===== config.mk =====
export PLATFORM = sky130hd
export DESIGN_NAME = npc_ctrl_fsm
export DESIGN_NICKNAME = d
export VERILOG_FILES = /design/src/rtl/npc_ctrl_fsm.sv
export SDC_FILE = /design/constraint.sdc
export NUM_CORES = 1
export LEC_CHECK = 0
export BUFFER_PORTS_ARGS = -buffer_cell sky130_fd_sc_hd__buf_2
export CAP_MARGIN = 0
export CORE_MARGIN = 2
export CORE_UTILIZATION = 57
export DETAILED_ROUTE_END_ITERATION = 12
export PLACE_DENSITY = 0.91
export RECOVER_POWER = 25
export SLEW_MARGIN = 5
export SYNTH_ARGS = -nofsm -noshare
export SYNTH_HDL_FRONTEND = slang
export SYNTH_SLANG_ARGS = --single-unit

===== constraint.sdc =====
create_clock -name clk -period 3.55 [get_ports clk]
set_input_delay 0.355 -clock clk [delete_from_list [all_inputs] [get_ports clk]]
set_output_delay 0.355 -clock clk [all_outputs]
set_load 0.02 [all_outputs]

===== src/rtl/npc_ctrl_fsm.sv =====
// npc_ctrl_fsm: multi-cycle control sequencer for the single-issue NPC core.
// Steps each instruction through FETCH -> EXEC -> [MEM] -> WB and qualifies
// the EXU's PC/GPR write requests so that architectural state changes exactly
// once per retired instruction. Handles ebreak halt, invalid instruction types
// and fetch/memory wait timeouts, and counts retired instructions.
//
// Ports:
//   clk, rst          clock, synchronous active-high reset
//   ifu_req           fetch request (FETCH state)
//   ifu_valid         instruction word available
//   inst_latch_en     instruction register load pulse (FETCH & ifu_valid)
//   inst_type         decoded type, R=0 I=1 S=2 B=3 U=4 J=5, others invalid
//   is_load/is_store/is_ebreak  decode flags, valid in EXEC
//   pc_w_req/gpr_w_req          EXU write requests
//   lsu_req, lsu_we   memory request (MEM state) and store indication
//   lsu_valid         memory access complete
//   pc_w_en/gpr_w_en  qualified write enables, only ever high in WB
//   halt, error       sticky terminal status
//   retire_cnt        retired-instruction counter (wraps)
//   state             current state encoding, for debug

module npc_ctrl_fsm #(
  parameter int unsigned TIMEOUT_CYCLES  = 255,
  parameter int unsigned INST_TYPE_WIDTH = 3,
  parameter int unsigned ISA_WIDTH       = 32
) (
  input  logic                       clk,
  input  logic                       rst,
  output logic                       ifu_req,
  input  logic                       ifu_valid,
  output logic                       inst_latch_en,
  input  logic [INST_TYPE_WIDTH-1:0] inst_type,
  input  logic                       is_load,
  input  logic                       is_store,
  input  logic                       is_ebreak,
  input  logic                       pc_w_req,
  input  logic                       gpr_w_req,
  output logic                       lsu_req,
  output logic                       lsu_we,
  input  logic                       lsu_valid,
  output logic                       pc_w_en,
  output logic                       gpr_w_en,
  output logic                       halt,
  output logic                       error,
  output logic [ISA_WIDTH-1:0]       retire_cnt,
  output logic [2:0]                 state
);

  typedef enum logic [2:0] {
    ST_FETCH = 3'd0,
    ST_EXEC  = 3'd1,
    ST_MEM   = 3'd2,
    ST_WB    = 3'd3,
    ST_HALT  = 3'd4,
    ST_ERROR = 3'd5
  } state_e;

  // A zero timeout disables the check; the counter is kept 1 bit wide then.
  localparam bit          TIMEOUT_EN = (TIMEOUT_CYCLES != 0);
  localparam int unsigned WAIT_W     = TIMEOUT_EN ? $clog2(TIMEOUT_CYCLES + 1) : 1;
  localparam logic [WAIT_W-1:0] WAIT_LAST =
    WAIT_W'(TIMEOUT_EN ? TIMEOUT_CYCLES - 1 : 0);

  // Types R..J occupy codes 0..5.
  localparam logic [INST_TYPE_WIDTH-1:0] TYPE_LIMIT = INST_TYPE_WIDTH'(6);

  state_e               state_q, state_d;
  logic [WAIT_W-1:0]    wait_q, wait_d;
  logic [ISA_WIDTH-1:0] retire_q, retire_d;
  logic                 type_ok;
  logic                 wait_expired;

  assign type_ok      = (inst_type < TYPE_LIMIT);
  assign wait_expired = TIMEOUT_EN && (wait_q == WAIT_LAST);

  // State, wait counter and retire counter registers.
  always_ff @(posedge clk) begin
    if (rst) begin
      state_q  <= ST_FETCH;
      wait_q   <= '0;
      retire_q <= '0;
    end else begin
      state_q  <= state_d;
      wait_q   <= wait_d;
      retire_q <= retire_d;
    end
  end

  // Next-state logic and output decode.
  always_comb begin
    state_d       = state_q;
    wait_d        = wait_q;
    retire_d      = retire_q;
    ifu_req       = 1'b0;
    inst_latch_en = 1'b0;
    lsu_req       = 1'b0;
    lsu_we        = 1'b0;
    pc_w_en       = 1'b0;
    gpr_w_en      = 1'b0;
    halt          = 1'b0;
    error         = 1'b0;

    case (state_q)
      ST_FETCH: begin
        ifu_req = 1'b1;
        // A valid in the final wait cycle beats the timeout.
        if (ifu_valid) begin
          inst_latch_en = 1'b1;
          state_d       = ST_EXEC;
        end else if (wait_expired) begin
          state_d = ST_ERROR;
        end else begin
          wait_d = wait_q + WAIT_W'(1);
        end
      end
      ST_EXEC: begin
        if (!type_ok) begin
          state_d = ST_ERROR;
        end else if (is_ebreak) begin
          state_d  = ST_HALT;
          retire_d = retire_q + ISA_WIDTH'(1);
        end else if (is_load || is_store) begin
          state_d = ST_MEM;
          wait_d  = '0;
        end else begin
          state_d = ST_WB;
        end
      end
      ST_MEM: begin
        lsu_req = 1'b1;
        lsu_we  = is_store;
        if (lsu_valid) begin
          state_d = ST_WB;
        end else if (wait_expired) begin
          state_d = ST_ERROR;
        end else begin
          wait_d = wait_q + WAIT_W'(1);
        end
      end
      ST_WB: begin
        pc_w_en  = pc_w_req;
        gpr_w_en = gpr_w_req & ~is_store;
        retire_d = retire_q + ISA_WIDTH'(1);
        state_d  = ST_FETCH;
        wait_d   = '0;
      end
      ST_HALT: begin
        halt = 1'b1;
      end
      ST_ERROR: begin
        error = 1'b1;
      end
      default: begin
        // Unreachable encodings fall into ERROR.
        state_d = ST_ERROR;
      end
    endcase
  end

  assign retire_cnt = retire_q;
  assign state      = state_q;

endmodule


After elaboration in Yosys (flattened, before gate mapping)
Index checks and enable logic that the tools add are counted.
{ "totals": {"input_bits": 12, "regBits": 43, "output_inout_bits": 43} }
{ "classes": {"n_reduce_logical": 7, "eq_ne": 12, "addsub": 2, "n_lt_le_gt_ge": 1, "muxes": 26, "bitwise_logic": 2} }
{ "op_table": {"columns": ["op", "count"], "rows": [
  ["32-bit 2-to-1 mux", 2],
  ["32-bit one-hot mux with 2 select lines", 1],
  ["8-bit 2-to-1 mux", 6],
  ["32-bit by 1-bit adder with 32-bit output, second input constant", 1],
  ["8-bit one-hot mux with 4 select lines", 1],
  ["3-bit 2-to-1 mux", 5],
  ["3-bit one-hot mux with 5 select lines", 1],
  ["2-bit != test, second input constant", 6],
  ["1-bit 2-to-1 mux", 10],
  ["8-bit by 1-bit adder with 8-bit output, second input constant", 1],
  ["8-bit == test, second input constant", 1],
  ["3-bit by 2-bit == test with 1-bit output, second input constant", 2],
  ["3-bit == test, second input constant", 2],
  ["6-bit AND reduction", 1],
  ["4-bit nonzero test", 1],
  ["3-bit by 1-bit == test with 1-bit output, second input constant", 1],
  ["3-bit logical NOT", 1],
  ["3-bit less-than comparator, second input constant", 1],
  ["3-bit AND reduction", 1],
  ["2-bit nonzero test", 1],
  ["2-bit OR reduction", 1],
  ["1-bit bitwise AND", 1],
  ["1-bit logical OR", 1],
  ["1-bit NOT", 1]
]} }

Longest topological paths before layout
{ "logic_depth": {"word_depth": 5, "depth_mapped": 7, "mapped_depth_nobuf": 7} }

Worst setup path after synthesis
No wires, ideal clock.
{ "synth_path": {"kind": "reg-to-output", "start": "register state_q[1], in the netlist state[1]", "end": "output lsu_we", "arrival_time_ns": 1.700, "path_stages_with_launch": 4, "t_required_ns": 3.195, "setup_slack_ns": 1.495, "path_buffers": 1, "cell_sequence": "dfxtp_1 clkbuf_1 nor3b_1 and2_1"} }
{ "synth_via": {"elab_chain_len": 2} }
{ "synth_lines": {"columns": ["item", "line_no", "text"], "rows": [
  ["start: declaration", "67", "state_e state_q, state_d;"],
  ["start signal: assignment", "83", "state_q <= state_d;"],
  ["3-bit by 2-bit == test with 1-bit output", "103", "case (state_q)"],
  ["1-bit 2-to-1 mux", "103", null],
  ["end: declaration", "39", "output logic lsu_we,"]
]} }
Every way passes these cells.

Final worst setup path
{ "layout_path": {"start": "register retire_q[3], in the netlist retire_cnt[3]", "end": "register retire_q[31], in the netlist retire_cnt[31]"} }
{ "layout_via": {"elab_chain_len": 4} }
{ "layout_lines": {"columns": ["item", "line_no", "text"], "rows": [
  ["start: declaration", "69", "logic [ISA_WIDTH-1:0] retire_q, retire_d;"],
  ["start signal: assignment", "85", "retire_q <= retire_d;"],
  ["32-bit by 1-bit adder with 32-bit output (*)", "121, 143", null],
  ["32-bit 2-to-1 mux", "119", "end else if (is_ebreak) begin"],
  ["32-bit 2-to-1 mux", "117", "if (!type_ok) begin"],
  ["32-bit one-hot mux with 2 select lines (*)", "103", null]
]} }
Mark *: on every way between the ends. The rest lies on a longest branch, timed or not. The select of a mux whose other input is x is not followed.
A chain may end at the register's enable or synchronous reset.

==> impl_results.md <==
- CP Capture Type: flip-flop
- Max Root-Sink Buffers: 2
- Cell Chain, Critical Path: nand4_2, or4b_1, nor4_2, xnor2_1, nor2_1
- Final Power: 924 uW
- Initial DRC Count: 157
- P_leak: 0.900 nW
- CP max-delay cell: or4b_1
- Worst Hold Class: in -> reg
- Placed Cells: 349
- Worst-Skew Late Latency: about 0.30 ns
- CTS resizes: 0
- Die W: 66.8 um
- Synthesis Warnings: 0
- Synth area leader: dfxtp_1
- Critical path class: reg -> reg
- Max VDD drop: ~0.00021 V
- Fin. max-slew vios: 0
- RSZ-0062 raised after global routing: no
- Worst path required time: 3.71 ns
- ANT nets after route: 0
- DRT Wirelength: 4.81 mm
- Top cell type's share of synthesized area: 0.382
- Port Buffer Count: 53
- CTS tree: yes
- Hold Buf Count CTS: 0
- Detailed placement HPWL: about 3.3 mm
- Number of synthesized flops with an enable pin: 0
- Area growth, synth to finish: 14.3%
- Pin count of the biggest net entering global routing: 44
- DIE AREA: 4470 um^2
- Site Rows: 22
- Unique masters post-synth: 47
- Ys async rst share: 0
- Wire per inst: 13.5 um
- Seq/Total Area, Yosys: 0.382
- Vias: 2049
- Critical path arrival: 2.51 ns
- Initial antenna violation count: 0
- GRT overflow: 0
- Fmax: 426 MHz
- Final Setup Violations: 0
- Synth top area cells: dfxtp_1 (38%), xnor2_1 (9.7%), nor2_1 (5.8%)
- Fillers: about 320
- Top-count cell post-synth: dfxtp_1
- Mapped cell area: about 2300 um^2
- Core ar.: ~3700 um^2
- Max-cap viol count: 0
- FF-to-FF End: retire_cnt[31]
- Setup TNS: 0 ns
- WHS Path Cells: 4
- Clk root buf: clkbuf_8
- Initial core utilization: 0.606
- Tmin final: 2.35 ns
- Worst Tran Pin Value: 0.983 ns
- Cells after Synth: 260
- Gr usage total: 0.239
- Vias in the first global route: between 1500 and 2000
- Post-CTS setup buffer count: 0
- Most instantiated cells after synthesis: dfxtp_1 (43), nor2_1 (35), xnor2_1 (25), nand2_1 (17)
- DRC viols: 0
- Crit path buffers/inverters: 0
- Hold Path End: state[0]
- Crit share post-route: 0.661
- H-tree depth: 2
- Mapped Nets: 275
- Number of CTS-inserted buffers: 5
- DRT Pass-1 Iters: 4
- Final std cells w/o fill: 357
- Worst Hold Launch: is_load
- Reg2Reg Launch Point: retire_cnt[3]
- CP startpoint kind: flip-flop
- Nets: 323
- Reg2reg path depth: 5
- Synth Flop Type: dfxtp_1
- Worst-path maximum fanout: 19
- Status: completed
- Syn Area/Cell: 8.66 um^2
- Die Y: around 67 um
- I/O pin cnt: 55
- Fin. Hold Viols: 0
- Cell family with most CP delay: simple AND/OR/NAND/NOR gates
- Crit-path max cell delay: 0.93 ns
- Post-synthesis register bit count: 43
- Clock slew at reported path FFs: 0.09 ns
- # diodes: 0
- Clock Skew: around 0.009 ns
- Clock sinks: 43
- Slew margin rel.: 0.343
- Fraction of layout cells with a size suffix above 1: 0.204
- Drt via density: about 5.7
- R2R setup slack: about 1.2 ns
- First-pass GRT wire length: 8.11 mm
- GP Congestion: 0.858
- Pwr/cell area: 359 nW/um^2
-- logic make-up (layout without fill, tap and decap cells) --
kind of cell / Yosys count / count (layout) / share of synthesized area
adder cells (fa/ha/maj): 3 / 3 / 0.0167
buffers and inverters: 20 / 69 / 0.0422
AO/OA/AOI/OAI: 40 / 40 / 0.112
multiplexers: 2 / 2 / 0.00945
flip-flops: 43 / 43 / 0.382
XOR/XNOR: 26 / 26 / 0.101
AND/OR/NAND/NOR: 126 / 126 / 0.336
-- layout by cell type (no fill, tap or decap), types with 2 or more instances in the layout --
cell type | Yosys | routed
dfxtp_1 | 43 | 43
nor2_1 | 35 | 35
buf_2 | 1 | 32
xnor2_1 | 25 | 25
clkbuf_1 | 10 | 22
nand2_1 | 17 | 17
a21oi_1 | 13 | 13
nand3_1 | 13 | 13
nor3_1 | 10 | 10
o21ai_0 | 10 | 10
nor4_2 | 8 | 8
nor3_2 | 8 | 8
inv_1 | 7 | 7
or3_1 | 7 | 7
and3_1 | 6 | 6
a31oi_1 | 6 | 6
clkbuf_8 | 0 | 5
nor2b_1 | 3 | 3
ha_1 | 3 | 3
nor3b_1 | 2 | 2
and2_1 | 2 | 2
nand4_1 | 2 | 2
and4_1 | 2 | 2
nor4_1 | 2 | 2
nand2b_1 | 2 | 2
-- worst register-to-register path: cells and delay by family (launching register included) --
kind,cells,cell delay (ns)
xor gates and xnor gates,1,0.16
DFF,1,0.43
and+or+nand+nor,4,1.63
-- layout make-up --
type	instances	area [um^2]	share of cell area
clock inverters	2	12.5	0.00486
repair buffers	54	246	0.0958
flip-flops and latches	43	861	0.334
clock buffers	6	72.6	0.0282
well taps	48	60.1	0.0233
inverters	7	26.3	0.0102
multi-input cells	197	1290	0.503
-- stage by stage --
stage	cell area, um^2	hold slack, ns	util	worst slack [ns]
3_3_place_gp	2510	0.459	0.677	1.28
6_report	2570	0.458	0.693	1.20
2_1_floorplan	2250	0.439	-	1.49
5_1_grt	2570	0.499	0.693	1.03
3_5_place_dp	2510	0.479	0.677	1.21
4_1_cts	2600	0.452	0.700	1.19
-- state kept, by name (all words and copies together), names as in the netlist --
name        cells
retire_cnt     32
wait_q          8
state           3
-- where the power goes --
group / total [mW] / internal [mW] / switching [mW]
clock network: 0.307 / 0.138 / 0.169
registers: 0.515 / 0.494 / 0.0208
logic: 0.102 / 0.0388 / 0.0633
-- layer usage --
layer / share of wire / track usage / vias to the layer above
met5: 0 / 0 / -
met4: 0.014 / 0.105 / 0
met3: 0.046 / 0.0591 / 8
met2: 0.49 / 0.396 / 57
met1: 0.45 / 0.292 / 968
li1: - / - / 1016
-- worst max path at each step --
stage / cells past startpoint / end / startpoint / slack (ns)
floorplan: 3 / lsu_we / state[1] / 1.49
global placement: 5 / retire_cnt[31] / retire_cnt[5] / 1.28
detailed placement: 5 / retire_cnt[31] / retire_cnt[5] / 1.21
CTS: 5 / retire_cnt[31] / retire_cnt[5] / 1.19
global route: 5 / retire_cnt[28] / retire_cnt[5] / 1.03
finish: 5 / retire_cnt[31] / retire_cnt[3] / 1.20
No activity file was read; power rests on OpenSTA's default activity.
